`src/rtl/prm_sched_pkg.sv`:
```
// rtl/prm_sched_pkg.sv - shared state encoding and width helpers for the PRM edge-mask scheduler
package prm_sched_pkg;

  typedef enum logic [1:0] {
    IDLE  = 2'd0,
    ACCUM = 2'd1,
    DRAIN = 2'd2,
    OUT   = 2'd3
  } state_e;

  localparam int CODE_W_DEF = 15;

  function automatic int cnt_w(input int n);
    return $clog2(n + 1);
  endfunction

  function automatic int idx_w(input int n);
    return (n > 1) ? $clog2(n) : 1;
  endfunction

endpackage

```
`src/rtl/prm_popcount.sv`:
```
// rtl/prm_popcount.sv - combinational population count of one mask beat
module prm_popcount
  import prm_sched_pkg::*;
#(
  parameter int W = 32
) (
  input  logic [W-1:0]        data,
  output logic [cnt_w(W)-1:0] count
);

  localparam int CW = cnt_w(W);

  always_comb begin
    count = '0;
    for (int i = 0; i < W; i++) begin
      count = count + CW'(data[i]);
    end
  end

endmodule

```
`src/rtl/prm_edge_mask_sched.sv`:
```
// rtl/prm_edge_mask_sched.sv - feeds obstacle codes to the edge-check bank, accumulates the blocked mask, streams it out
module prm_edge_mask_sched
  import prm_sched_pkg::*;
#(
  parameter int NUM_EDGES = 1024,
  parameter int CODE_W    = CODE_W_DEF,
  parameter int OUT_W     = 32,
  parameter int MAX_OBS   = 4096
) (
  input  logic                        clk,
  input  logic                        rst_n,
  input  logic                        obs_valid,
  output logic                        obs_ready,
  input  logic [CODE_W-1:0]           obs_code,
  input  logic                        obs_last,
  output logic [CODE_W-1:0]           chk_code,
  input  logic [NUM_EDGES-1:0]        chk_mask,
  output logic                        mask_valid,
  input  logic                        mask_ready,
  output logic [OUT_W-1:0]            mask_data,
  output logic                        mask_last,
  output logic                        done,
  output logic [cnt_w(NUM_EDGES)-1:0] blocked_cnt,
  output logic                        overflow,
  output logic                        busy
);

  localparam int NUM_BEATS = NUM_EDGES / OUT_W;
  localparam int BEAT_W    = idx_w(NUM_BEATS);
  localparam int CNT_W     = cnt_w(NUM_EDGES);
  localparam int POP_W     = cnt_w(OUT_W);
  localparam int OBS_W     = cnt_w(MAX_OBS);
  localparam logic [BEAT_W-1:0] LAST_BEAT = BEAT_W'(NUM_BEATS - 1);
  localparam logic [OBS_W-1:0]  OBS_MAX   = OBS_W'(MAX_OBS);

  state_e                state_q, state_d;
  logic [NUM_EDGES-1:0]  acc_q, acc_d;
  logic [CODE_W-1:0]     chk_code_q, chk_code_d;
  logic                  pv_q, pv_d;
  logic [BEAT_W-1:0]     beat_q, beat_d;
  logic [OBS_W-1:0]      obs_cnt_q, obs_cnt_d;
  logic [CNT_W-1:0]      sum_q, sum_d;
  logic [CNT_W-1:0]      blocked_q, blocked_d;
  logic                  ovf_q, ovf_d;
  logic                  done_q, done_d;

  logic [NUM_BEATS-1:0][OUT_W-1:0] acc_beats;
  logic [OUT_W-1:0]      slice;
  logic [POP_W-1:0]      slice_pop;
  logic                  obs_hs;
  logic                  beat_hs;

  // An overflowed frame reports every edge blocked; counting the forced slice yields NUM_EDGES.
  assign acc_beats = acc_q;
  assign slice     = ovf_q ? {OUT_W{1'b1}} : acc_beats[beat_q];

  prm_popcount #(.W(OUT_W)) u_popcount (
    .data  (slice),
    .count (slice_pop)
  );

  assign obs_ready   = (state_q == IDLE) || (state_q == ACCUM);
  assign obs_hs      = obs_valid && obs_ready;
  assign mask_valid  = (state_q == OUT);
  assign beat_hs     = mask_valid && mask_ready;
  assign mask_data   = slice;
  assign mask_last   = mask_valid && (beat_q == LAST_BEAT);
  assign chk_code    = chk_code_q;
  assign done        = done_q;
  assign blocked_cnt = blocked_q;
  assign overflow    = ovf_q;
  assign busy        = (state_q != IDLE);

  always_comb begin
    state_d    = state_q;
    acc_d      = acc_q;
    chk_code_d = chk_code_q;
    pv_d       = pv_q;
    beat_d     = beat_q;
    obs_cnt_d  = obs_cnt_q;
    sum_d      = sum_q;
    blocked_d  = blocked_q;
    ovf_d      = ovf_q;
    done_d     = 1'b0;
    case (state_q)
      IDLE, ACCUM: begin
        // chk_mask only matters when chk_code holds a freshly accepted code
        if (pv_q) acc_d = acc_q | chk_mask;
        pv_d = obs_hs;
        if (obs_hs) begin
          chk_code_d = obs_code;
          if (obs_cnt_q == OBS_MAX) ovf_d = 1'b1;
          else obs_cnt_d = obs_cnt_q + OBS_W'(1);
          state_d = obs_last ? DRAIN : ACCUM;
        end
      end
      DRAIN: begin
        if (pv_q) acc_d = acc_q | chk_mask;
        pv_d    = 1'b0;
        beat_d  = '0;
        sum_d   = '0;
        state_d = OUT;
      end
      OUT: begin
        if (beat_hs) begin
          sum_d  = sum_q + CNT_W'(slice_pop);
          beat_d = beat_q + BEAT_W'(1);
          if (beat_q == LAST_BEAT) begin
            blocked_d = sum_q + CNT_W'(slice_pop);
            done_d    = 1'b1;
            acc_d     = '0;
            obs_cnt_d = '0;
            ovf_d     = 1'b0;
            beat_d    = '0;
            state_d   = IDLE;
          end
        end
      end
      default: state_d = IDLE;
    endcase
  end

  always_ff @(posedge clk) begin
    if (!rst_n) begin
      state_q    <= IDLE;
      acc_q      <= '0;
      chk_code_q <= '0;
      pv_q       <= 1'b0;
      beat_q     <= '0;
      obs_cnt_q  <= '0;
      sum_q      <= '0;
      blocked_q  <= '0;
      ovf_q      <= 1'b0;
      done_q     <= 1'b0;
    end else begin
      state_q    <= state_d;
      acc_q      <= acc_d;
      chk_code_q <= chk_code_d;
      pv_q       <= pv_d;
      beat_q     <= beat_d;
      obs_cnt_q  <= obs_cnt_d;
      sum_q      <= sum_d;
      blocked_q  <= blocked_d;
      ovf_q      <= ovf_d;
      done_q     <= done_d;
    end
  end

endmodule

```
`config.mk`:
```
export PLATFORM = sky130hd
export DESIGN_NAME = prm_edge_mask_sched
export DESIGN_NICKNAME = d
export VERILOG_FILES = /design/src/rtl/prm_sched_pkg.sv /design/src/rtl/prm_popcount.sv /design/src/rtl/prm_edge_mask_sched.sv
export SDC_FILE = /design/constraint.sdc
export NUM_CORES = 2
export LEC_CHECK = 0
export BUFFER_PORTS_ARGS = -buffer_cell sky130_fd_sc_hd__buf_2
export CORE_AREA = 2 2 437 439
export DETAILED_ROUTE_END_ITERATION = 10
export DIE_AREA = 0 0 439 441
export GPL_TIMING_DRIVEN = 0
export MAX_ROUTING_LAYER = met4
export SLEW_MARGIN = 20
export SYNTH_ARGS = -nofsm -noshare
export SYNTH_HDL_FRONTEND = slang
export SYNTH_HIERARCHICAL = 1
export SYNTH_SLANG_ARGS = --single-unit
export TNS_END_PERCENT = 20
```
`constraint.sdc`:
```
create_clock -name clk -period 8 [get_ports clk]
set_input_delay 0.4 -clock clk [delete_from_list [all_inputs] [get_ports clk]]
set_output_delay 0.4 -clock clk [all_outputs]
set_load 0.02 [all_outputs]
```
==> impl_metrics.env <==
export IMPL_min_period_ps=7980
export IMPL_worst_ir_drop_vdd_uv=160
export IMPL_slew_viol_final=0
export IMPL_row_count=160
export IMPL_path_max_fanout=10
export IMPL_io_buffers=1107
export IMPL_p_per_area_mw_per_mm2=215
export IMPL_path_delay_family="adder cells"
export IMPL_drive_gt1_share_pct=28.2
export IMPL_fillers=19300
export IMPL_cts_sinks=1084
export IMPL_grt_usage_pct=28.8
export IMPL_max_slew_worst_pin_slew_ps=1020
export IMPL_cp_slowest_cell="fa_1"
export IMPL_cp_depth=24
export IMPL_cts_htree_levels=4
export IMPL_critPathBufInv=7
export IMPL_layout_setup_ws_ps=23.7
export IMPL_hold_viol=0
export IMPL_viasPerCell=4.94
export IMPL_synth_area_per_cell_um2=9.57
export IMPL_area_growth_pct=60.7
export IMPL_die_y_um=441
export IMPL_post_route_util_pct=35.7
export IMPL_first_iter_violations=4436
export IMPL_initial_core_util_pct=22.2
export IMPL_antenna_found_initial=161
export IMPL_cts_root_buf="clkbuf_16"
export IMPL_route_vias_total=46700
export IMPL_drc_errors=0
export IMPL_drt_first_pass_iters=6
export IMPL_grt_pass1_vias=45400
export IMPL_syn_area_mm2=0.0420
export IMPL_outcome="complete, no violations"
export IMPL_post_dp_hpwl_um=226000
export IMPL_routedWlPerCell_um=30.1
export IMPL_cts_tree="yes"
export IMPL_finClkSkew_ps=34.7
export IMPL_crit_chain="buf_12 -> buf_12 -> mux4_2 -> a211o_1 -> nor2_1 -> a21oi_1 -> fa_1 -> fa_1 -> fa_1 -> fa_1 -> inv_1 -> fa_1 -> inv_1 -> ha_1 -> inv_1 -> fa_2 -> inv_1 -> inv_1 -> fa_1 -> nor2b_1 -> o31a_1 -> o311ai_4 -> or3_1 -> a31oi_1"
export IMPL_grt_overflow=0
export IMPL_synth_area_leaders="dfxtp_1 (52%), a21oi_1 (13%), mux4_2 (10%)"
export IMPL_power_w=0.0145
export IMPL_async_flop_share_pct=0
export IMPL_cp_common_cell="fa_1"
export IMPL_synth_commonest_cells="a21oi_1 (1092), nor2_1 (1085), dfxtp_1 (1084), buf_2 (223), mux4_2 (192)"
export IMPL_grt_pass1_wl_um=370000
export IMPL_criticalPathCategory="flip-flop to flip-flop"
export IMPL_setup_viol=0
export IMPL_relSlewSlack_pct=32.1
export IMPL_synthFlopType="dfxtp_1"
export IMPL_synth_enable_flop_cells=0
export IMPL_place_gp_congestion=0.973
export IMPL_syn_inst=4385
export IMPL_cts_inserted_buffers=130
export IMPL_max_freq_ghz=0.125
export IMPL_fin_nets=7787
export IMPL_yosysWarningCount=6
export IMPL_critPathLaunchType="flip-flop"
export IMPL_wirelength_um=285000
export IMPL_ant_nets=0
export IMPL_yosysTopAreaCell="dfxtp_1"
export IMPL_dpl_worst_slack_ps=-2050
export IMPL_endpoint_kind="flip-flop"
export IMPL_die_x_um=439
export IMPL_clk_latency_ps=810
export IMPL_maxCapViolCount=0
export IMPL_synthesis_nets=5471
export IMPL_hold_depth=4
export IMPL_core_area_mm2=0.189
export IMPL_cp_required_ps=8710
export IMPL_hp_class="primary input to flip-flop"
export IMPL_cp_arrival_ps=8690
export IMPL_cts_path_max_buffers=3
export IMPL_fin_crit_sh_pct=99.7
export IMPL_r2r_cells=24
export IMPL_clkTransAtPathRegs_ps=60
export IMPL_yosys_area_top_type_share_pct=51.7
export IMPL_die_area_mm2=0.194
export IMPL_yosys_cell_types_count=55
export IMPL_leakage_nw=27.2
export IMPL_synth_seq_area_share_pct=51.7
export IMPL_fin_setup_tns_ps=0
export IMPL_slowest_delay_ps=610
export IMPL_ys_ff_latch=1084
export IMPL_rsz0062_at_grt="yes"
export IMPL_reg2reg_slack_ps=20
export IMPL_synth_most_common_cell="a21oi_1"
export IMPL_io_pin_count=1108
export IMPL_grt_max_degree=17
-- what timing repair did --
action / in CTS / in global routing
hold endpoints to repair: 1049 / 0
hold buffers: 1044 / 0
cloned: 3 / 1
pin swaps: 33 / 19
buffers inserted: 21 / 10
resized for setup: 229 / 42
endpoints found under the setup margin: 21 / 14
-- worst min-delay path, stage by stage --
cell	delay (ps)
dlygate4sd3_1	520
buf_2	90
a21oi_1	50
nor2_1	70
-- per-layer routing --
metal	track usage, %	part of all wire, %	up-vias
met1	36.2	41	23100
met3	6.23	8.3	754
met4	14.8	6.0	0
met2	43.4	45	2662
met5	-	0	-
li1	-	-	20200
-- per-stage QoR --
| stage | hold slack (ps) | instance area, um^2 | instances |
|---|---|---|---|
| 6_report | 359 | 67500 | 9456 |
| 5_1_grt | 352 | 67400 | 9431 |
| 4_1_cts | 302 | 66800 | 9302 |
| 3_5_place_dp | 445 | 50700 | 8003 |
| 3_3_place_gp | 439 | 50700 | 8003 |
| 2_1_floorplan | 431 | 42000 | 4385 |
-- worst paths after layout --
kind                             from                     endpoint
max            beat_q[0]$_SDFFE_PN0P_       sum_q[10]$_SDFFE_PN0P_
min                     chk_mask[523]  acc_beats[523]$_SDFFE_PN0P_
max reg2reg    beat_q[0]$_SDFFE_PN0P_       sum_q[10]$_SDFFE_PN0P_
min reg2reg  chk_code[1]$_SDFFE_PN0P_     chk_code[1]$_SDFFE_PN0P_
-- flip-flops by register name, indices dropped and copies added, names as in the netlist --
name         flops
sum_q           11
obs_cnt_q       13
pv_q             1
state_q          2
beat_q           5
acc_beats     1024
overflow         1
done             1
chk_code        15
blocked_cnt     11
-- kinds of logic after synthesis --
group	share of synthesized area, %
AOI/OAI and AO/OA	17.2
xor gates and xnor gates	0.376
adders and majority gates	1.70
buffers and inverters	4.46
DFF	51.7
muxes	13.4
and+or+nand+nor	11.1
-- final cells by class --
cell class | instances | area (um^2) | area share (%)
Antenna cell | 144 | 360 | 0.534
Buffer | 340 | 2080 | 3.08
Clock buffer | 181 | 3700 | 5.48
Clock inverter | 51 | 749 | 1.11
Inverter | 41 | 154 | 0.228
Multi-Input combinational cell | 2919 | 19300 | 28.5
Sequential cell | 1084 | 21700 | 32.2
Tap cell | 2511 | 3140 | 4.66
Timing Repair Buffer | 2185 | 16300 | 24.2
-- report_power, final --
group | internal (W) | switching (W) | total [W]
clock | 0.00366 | 0.00267 | 0.00633
sequential | 0.00569 | 0.000199 | 0.00589
combinational | 0.00102 | 0.00127 | 0.00230
-- layout by cell type (no fill, tap or decap), drive strengths merged, types with 14 or more instances in the layout --
cell | netlist | routed
a211o | 32 | 32
a211oi | 35 | 35
a21oi | 1095 | 1095
a22o | 32 | 32
a22oi | 37 | 37
buf | 270 | 1407
clkbuf | 72 | 255
clkinv | 0 | 21
dfxtp | 1084 | 1084
diode | 0 | 144
dlygate4sd3 | 0 | 1044
fa | 25 | 25
ha | 17 | 17
inv | 41 | 54
mux2i | 129 | 129
mux4 | 192 | 192
nand2 | 60 | 60
nand3 | 14 | 14
nor2 | 1085 | 1085
o21ai | 20 | 20
o22ai | 64 | 64
No activity file was read; power rests on OpenSTA's default activity.
